File: src/rtl/pcs_sync_multilane.sv
// Multi-lane 1000BASE-X style receive synchronisation: per-lane comma alignment
// and loss-of-sync hysteresis, plus a combined sync flag and sync-loss counter.
//   state          | meaning
//   LOSS_OF_SYNC   | hunting for a comma to fix the even/odd phase
//   COMMA_DETECT   | phase fixed, counting further even commas (C)
//   SYNC_ACQUIRED  | in sync, tracking bad level (L) and good run (G)
module pcs_sync_multilane #(
  parameter int LANES  = 4,
  parameter int NCOMMA = 3,
  parameter int NBAD   = 4,
  parameter int NGOOD  = 4
) (
  input  logic                  clock,
  input  logic                  reset,
  input  logic [10*LANES-1:0]   rx_code_group,
  input  logic [LANES-1:0]      rx_cg_err,
  output logic [10*LANES-1:0]   rx_code_group_out,
  output logic [LANES-1:0]      rx_even,
  output logic [LANES-1:0]      sync_status,
  output logic                  all_sync,
  output logic [7:0]            loss_count
);

  typedef enum logic [1:0] {
    LOSS_OF_SYNC  = 2'd0,
    COMMA_DETECT  = 2'd1,
    SYNC_ACQUIRED = 2'd2
  } state_e;

  localparam logic [2:0] NCOMMA_C = 3'(NCOMMA);
  localparam logic [2:0] NBAD_C   = 3'(NBAD);
  localparam logic [3:0] NGOOD_C  = 4'(NGOOD);

  logic [LANES-1:0] lost;
  logic [7:0]       loss_q, loss_d;
  logic [8:0]       loss_sum;

  for (genvar k = 0; k < LANES; k++) begin : g_lane
    state_e     state_q, state_d;
    logic [2:0] c_q, c_d, l_q, l_d;
    logic [3:0] g_q, g_d;
    logic       e_q, e_d;
    logic [9:0] cg, cg_q;
    logic       comma, cgbad, lost_k;

    assign cg    = rx_code_group[10*k +: 10];
    assign comma = (cg[9:3] == 7'b0011111) || (cg[9:3] == 7'b1100000);
    // e_q==1 means the previous group was labelled even, so this one is odd
    assign cgbad = rx_cg_err[k] | (comma & e_q);

    always_comb begin
      state_d = state_q;
      c_d     = c_q;
      l_d     = l_q;
      g_d     = g_q;
      lost_k  = 1'b0;
      e_d     = (state_q == LOSS_OF_SYNC && comma) ? 1'b1 : ~e_q;
      case (state_q)
        LOSS_OF_SYNC: begin
          if (comma && !rx_cg_err[k]) begin
            if (NCOMMA_C == 3'd1) begin
              state_d = SYNC_ACQUIRED;
              l_d     = 3'd0;
              g_d     = 4'd0;
            end else begin
              state_d = COMMA_DETECT;
              c_d     = 3'd1;
            end
          end
        end
        COMMA_DETECT: begin
          if (cgbad) begin
            state_d = LOSS_OF_SYNC;
            c_d     = 3'd0;
          end else if (comma) begin
            if (c_q + 3'd1 == NCOMMA_C) begin
              state_d = SYNC_ACQUIRED;
              c_d     = 3'd0;
              l_d     = 3'd0;
              g_d     = 4'd0;
            end else begin
              c_d = c_q + 3'd1;
            end
          end
        end
        SYNC_ACQUIRED: begin
          if (cgbad) begin
            g_d = 4'd0;
            if (l_q == NBAD_C - 3'd1) begin
              state_d = LOSS_OF_SYNC;
              l_d     = 3'd0;
              lost_k  = 1'b1;
            end else begin
              l_d = l_q + 3'd1;
            end
          end else if (l_q != 3'd0) begin
            if (g_q + 4'd1 == NGOOD_C) begin
              l_d = l_q - 3'd1;
              g_d = 4'd0;
            end else begin
              g_d = g_q + 4'd1;
            end
          end else begin
            g_d = 4'd0;
          end
        end
        default: state_d = LOSS_OF_SYNC;
      endcase
    end

    always_ff @(posedge clock) begin
      if (reset) begin
        state_q <= LOSS_OF_SYNC;
        c_q     <= 3'd0;
        l_q     <= 3'd0;
        g_q     <= 4'd0;
        e_q     <= 1'b0;
        cg_q    <= 10'd0;
      end else begin
        state_q <= state_d;
        c_q     <= c_d;
        l_q     <= l_d;
        g_q     <= g_d;
        e_q     <= e_d;
        cg_q    <= cg;
      end
    end

    assign lost[k]                   = lost_k;
    assign rx_code_group_out[10*k +: 10] = cg_q;
    assign rx_even[k]                = e_q;
    assign sync_status[k]            = (state_q == SYNC_ACQUIRED);
  end

  always_comb begin
    loss_sum = {1'b0, loss_q};
    for (int i = 0; i < LANES; i++) begin
      loss_sum = loss_sum + 9'(lost[i]);
    end
    loss_d = (loss_sum > 9'd255) ? 8'hFF : loss_sum[7:0];
  end

  always_ff @(posedge clock) begin
    if (reset) loss_q <= 8'd0;
    else       loss_q <= loss_d;
  end

  assign loss_count = loss_q;
  assign all_sync   = &sync_status;

endmodule

File: config.mk
export PLATFORM = sky130hd
export DESIGN_NAME = pcs_sync_multilane
export DESIGN_NICKNAME = d
export VERILOG_FILES = /design/src/rtl/pcs_sync_multilane.sv
export SDC_FILE = /design/constraint.sdc
export NUM_CORES = 1
export LEC_CHECK = 0
export ABC_CLOCK_PERIOD_IN_PS = 5950
export CAP_MARGIN = 20
export CORE_ASPECT_RATIO = 1.2
export CORE_MARGIN = 1
export CORE_UTILIZATION = 45
export CTS_CLUSTER_DIAMETER = 60
export DETAILED_ROUTE_END_ITERATION = 12
export DONT_BUFFER_PORTS = 1
export GPL_TIMING_DRIVEN = 0
export PLACE_DENSITY = 0.59
export SLEW_MARGIN = 20
export SYNTH_ARGS = -nofsm -noshare
export SYNTH_HDL_FRONTEND = slang
export SYNTH_SLANG_ARGS = --single-unit
File: constraint.sdc
create_clock -name clock -period 5.95 [get_ports clock]
set_input_delay 1.19 -clock clock [delete_from_list [all_inputs] [get_ports clock]]
set_output_delay 1.19 -clock clock [all_outputs]
set_load 0.05 [all_outputs]
==> out/results.md <==
| Item | Reported |
|:---|:---|
| Resize count post-CTS | 0 |
| Share of the synthesized area in the top cell type | 37.9% |
| Most numerous cell types in the synthesized netlist | 100 x sky130_fd_sc_hd__dfxtp_1, 56 x sky130_fd_sc_hd__nor2b_1, 46 x sky130_fd_sc_hd__inv_1, 46 x sky130_fd_sc_hd__nand2_1, 45 x sky130_fd_sc_hd__nor2_1 |
| Clock sink total | 100 |
| Number of synthesized register bits | 100 |
| Largest driver fanout on the critical path | 7 |
| CTS clock-pin slew for the worst setup and hold paths | 0.07 ns |
| Count of mapped cells out of synthesis | 595 |
| Most common cell in the synthesized netlist | sky130_fd_sc_hd__dfxtp_1 |
| Global-route congestion overflow total | 0 |
| Unrepaired setup endpoints after global routing | false |
| Number of top-level pins | 103 |
| Num rows | 43 |
| Pre-CTS setup slack | 1.22 ns |
| Comb power frac | 12.7% |
| Number of global-route vias before repair | 3980 |
| Data required time of the worst path | 6.23 ns |
| Inserted Diodes | 0 |
| Multiplexer fraction of the synthesized cell area | 2.11% |
| Number of placed instances with taps included | 753 |
| Hold crit path type | flop to flop |
| Transition at the pin with the smallest max-transition slack | 1.02 ns |
| DRC Markers | 0 |
| Power share of the sequential group | 49.8% |
| Synthesized-area fraction occupied by and/or/nand/nor cells | 26.2% |
| Final Routed Wirelength | 11.7 mm |
| Area of all placed cells without fillers | 5780 um^2 |
| Insertion delay of the later-clocked pin in the worst-skew pair | 0.35 ns |
| Maximum number of pins on one net before global-route repair | 20 |
| Peak clock frequency supported by timing | 230 MHz |
| Mapped Area | 5280 um^2 |
| Horizontal die dimension | 101 um |
| Cell type contributing the most total cell area after synthesis | sky130_fd_sc_hd__dfxtp_1 |
| H-tree Lvls | 3 |
| TritonCTS clock tree | built |
| Start point of the critical path | rx_code_group[9] |
| Max-slew violation count | 0 |
| Synth Area in XOR/XNOR | 2.65% |
| Yosys warning total | 0 |
| Final Cycle Share | 73.1% |
| Final Hold Viols | 0 |
| GP Congestion | 0.875 |
| Complex-gate fraction of the synthesized area | 15.6% |
| Leakage | 2.14 nW |
| Internal power summed over all cells | 1.07 mW |
| First-pass DRT Iterations | 4 |
| Routed Antenna Nets | 0 |
| Average cell area after synthesis | 8.88 um^2 |
| Switching share of total power | 30.5% |
| Setup violation total in the final timing report | 0 |
| Cell types occupying the most area after synthesis | sky130_fd_sc_hd__dfxtp_1 38%, sky130_fd_sc_hd__ha_1 9.7%, sky130_fd_sc_hd__nor2b_1 6.6%, sky130_fd_sc_hd__a21oi_1 3.7%, sky130_fd_sc_hd__inv_1 3.3% |
| Kind of launch point of the worst setup path | input pin |
| Reg-to-reg startpoint | g_lane[0].e_q |
| Wire length of the first global-routing pass | 18.9 mm |
| Routed wirelength normalized by instance count | 15.2 um |
| Outcome | completed |
| Start point of the worst hold path | g_lane[3].state_q[1] |
| # port buffers | 0 |
| Vias after detailed routing | 4256 |
| Overall fraction of global-route tracks in use | 19.7% |
| Longest Clk Path Bufs | 2 |
| Final cell count without fillers | 769 |
| Total net switching power | 0.468 mW |
| Layout-stage area growth over the synthesis result | 9.38% |
| Leading register cell type out of synthesis | sky130_fd_sc_hd__dfxtp_1 |
| Starting density of the core | 45.9% |
| CTS Root Buffer Type | sky130_fd_sc_hd__clkbuf_16 |
| Placed Instance Area | 5490 um^2 |
| Syn_nets | 685 |
| Pwr/cell area | 266 nW/um^2 |
| Total die area | 12200 um^2 |
| Number of buffers created by CTS | 9 |
| Die height | 121 um |
| Number of distinct library cell variants in the gate-level netlist after synthesis | 61 |
| Number of flops mapped to enable cells by yosys | 0 |
| Number of post-CTS setup repair buffers | 0 |
| Post-synthesis sequential area ratio | 37.9% |
| Net count, final | 697 |
| Main combinational cell family by area after synthesis | simple AND/OR/NAND/NOR gates |
| Core footprint | 11500 um^2 |
| Worst Clk Skew | 0.00910 ns |
| HPWL Detailed | 8.87 mm |
| Accumulated negative setup slack | 0 ns |
| Hold buffers post-CTS | 0 |
| Fraction of registers with async set or reset after synthesis | 0% |
| Clock network fraction of design power | 37.5% |
| Vias per Instance | 5.53 |
| Worst path setup slack after routing | 1.60 ns |
| Post-synthesis adder-cell area fraction | 10.8% |
| CP arrival | 4.62 ns |
| Type of the worst setup path | input pin to flop |
| Antenna violations before repair | 0 |
| Fraction of final layout cells with drive strength greater than 1 | 6.86% |
| Max IR drop VDD | 0.144 mV |
| Final critical-path required period | 4.35 ns |
| Total of max-cap violations | 0 |
| Tightest slew margin relative to the limit | 32.3% |
| Violation count after the first detailed-routing iteration | 171 |
| Worst Setup End Kind | flop |
[path summary, 6_finish.rpt]
check	endpoint	slack, ns	cells after the start
worst max register to register	loss_count[1]	1.99	11
worst min-delay path	g_lane[3].state_q[1]	0.48	2
worst max-delay path	loss_count[1]	1.60	11
worst min register to register	g_lane[3].state_q[1]	0.48	2
[power by group through the flow]
stage / clock, mW / combinational (mW) / sequential, mW
3_3_place_gp: 0 / 0.190 / 0.779
4_1_cts: 0.587 / 0.195 / 0.765
6_report: 0.575 / 0.195 / 0.764
5_1_grt: 0.615 / 0.219 / 0.768
3_5_place_dp: 0 / 0.194 / 0.781
2_1_floorplan: 0 / 0.157 / 0.775
[layer usage]
layer  vias to the layer above  track usage, %  part of all wire [%]
li1                       2136               -                     -
met4                         0            7.79                   1.6
met5                         -               0                     0
met2                       109            33.7                    49
met1                      1994            23.5                    43
met3                        17            4.80                   6.1
[area by class of cell]
cell class	count	area (um^2)
fill	1113	5740
inverter	46	173
clock buffer	9	225
clock inverter	7	60.1
multi-input combinational	433	3040
timing repair buffer	1	7.51
sequential	100	2000
buffer	16	75.1
tap	157	196
[sequential cells by signal, indices dropped and copies added, names as in the netlist]
| name | cells |
|---|---|
| g_lane.state_q | 8 |
| g_lane.l_q | 12 |
| g_lane.g_q | 16 |
| loss_count | 8 |
| g_lane.e_q | 4 |
| g_lane.cg_q | 40 |
| g_lane.c_q | 12 |
[layout by cell type (no fill, tap or decap), types with 4 or more instances in the layout]
master                      count
sky130_fd_sc_hd__nor2b_1       56
sky130_fd_sc_hd__nand4b_1       5
sky130_fd_sc_hd__o22ai_1        5
sky130_fd_sc_hd__nand3_1       15
sky130_fd_sc_hd__clkbuf_16      9
sky130_fd_sc_hd__and4_1         5
sky130_fd_sc_hd__a31oi_1       12
sky130_fd_sc_hd__o2111ai_1      4
sky130_fd_sc_hd__a22oi_1       10
sky130_fd_sc_hd__ha_1          41
sky130_fd_sc_hd__nand3b_1       4
sky130_fd_sc_hd__nor3_1        14
sky130_fd_sc_hd__clkbuf_1       8
sky130_fd_sc_hd__inv_1         46
sky130_fd_sc_hd__xnor2_1       14
sky130_fd_sc_hd__and4bb_2       6
sky130_fd_sc_hd__o41ai_1        4
sky130_fd_sc_hd__buf_1          4
sky130_fd_sc_hd__buf_4          5
sky130_fd_sc_hd__or2_2          5
sky130_fd_sc_hd__or4_1          7
sky130_fd_sc_hd__nand2b_1       7
sky130_fd_sc_hd__a21oi_1       39
sky130_fd_sc_hd__dfxtp_1      100
sky130_fd_sc_hd__o21ai_0       16
sky130_fd_sc_hd__nor4b_1        4
sky130_fd_sc_hd__or3_1          4
sky130_fd_sc_hd__nor2_1        45
sky130_fd_sc_hd__nand2_1       46
sky130_fd_sc_hd__and3_1         4
sky130_fd_sc_hd__inv_6          6
sky130_fd_sc_hd__mux2i_1       10
[stage by stage]
stage / util [%] / hold slack (ns) / total power, mW
after global routing: 50.2 / 0.513 / 1.60
after detailed placement: 47.7 / 0.473 / 0.974
after CTS: 50.2 / 0.483 / 1.55
after floorplan: - / 0.445 / 0.932
after global placement: 47.6 / 0.465 / 0.969
final: 50.2 / 0.480 / 1.53
[worst max-delay path, cell delays in order]
cell	delay (ns)
sky130_fd_sc_hd__nor4bb_1	0.14
sky130_fd_sc_hd__a221oi_1	0.87
sky130_fd_sc_hd__nor3_1	0.21
sky130_fd_sc_hd__nand2_1	0.20
sky130_fd_sc_hd__fa_1	0.47
sky130_fd_sc_hd__fa_1	0.45
sky130_fd_sc_hd__inv_1	0.08
sky130_fd_sc_hd__fa_1	0.22
sky130_fd_sc_hd__and4_1	0.28
sky130_fd_sc_hd__nand4_1	0.29
sky130_fd_sc_hd__a21oi_1	0.23
[cells by family after synthesis]
kind of cell	Yosys count
AOI/OAI and AO/OA	117
xor gates and xnor gates	16
muxes	11
and+or+nand+nor	245
buffers and inverters	62
adders and majority gates	44
DFF	100
Note: power is estimated with default switching activity, not from simulation.
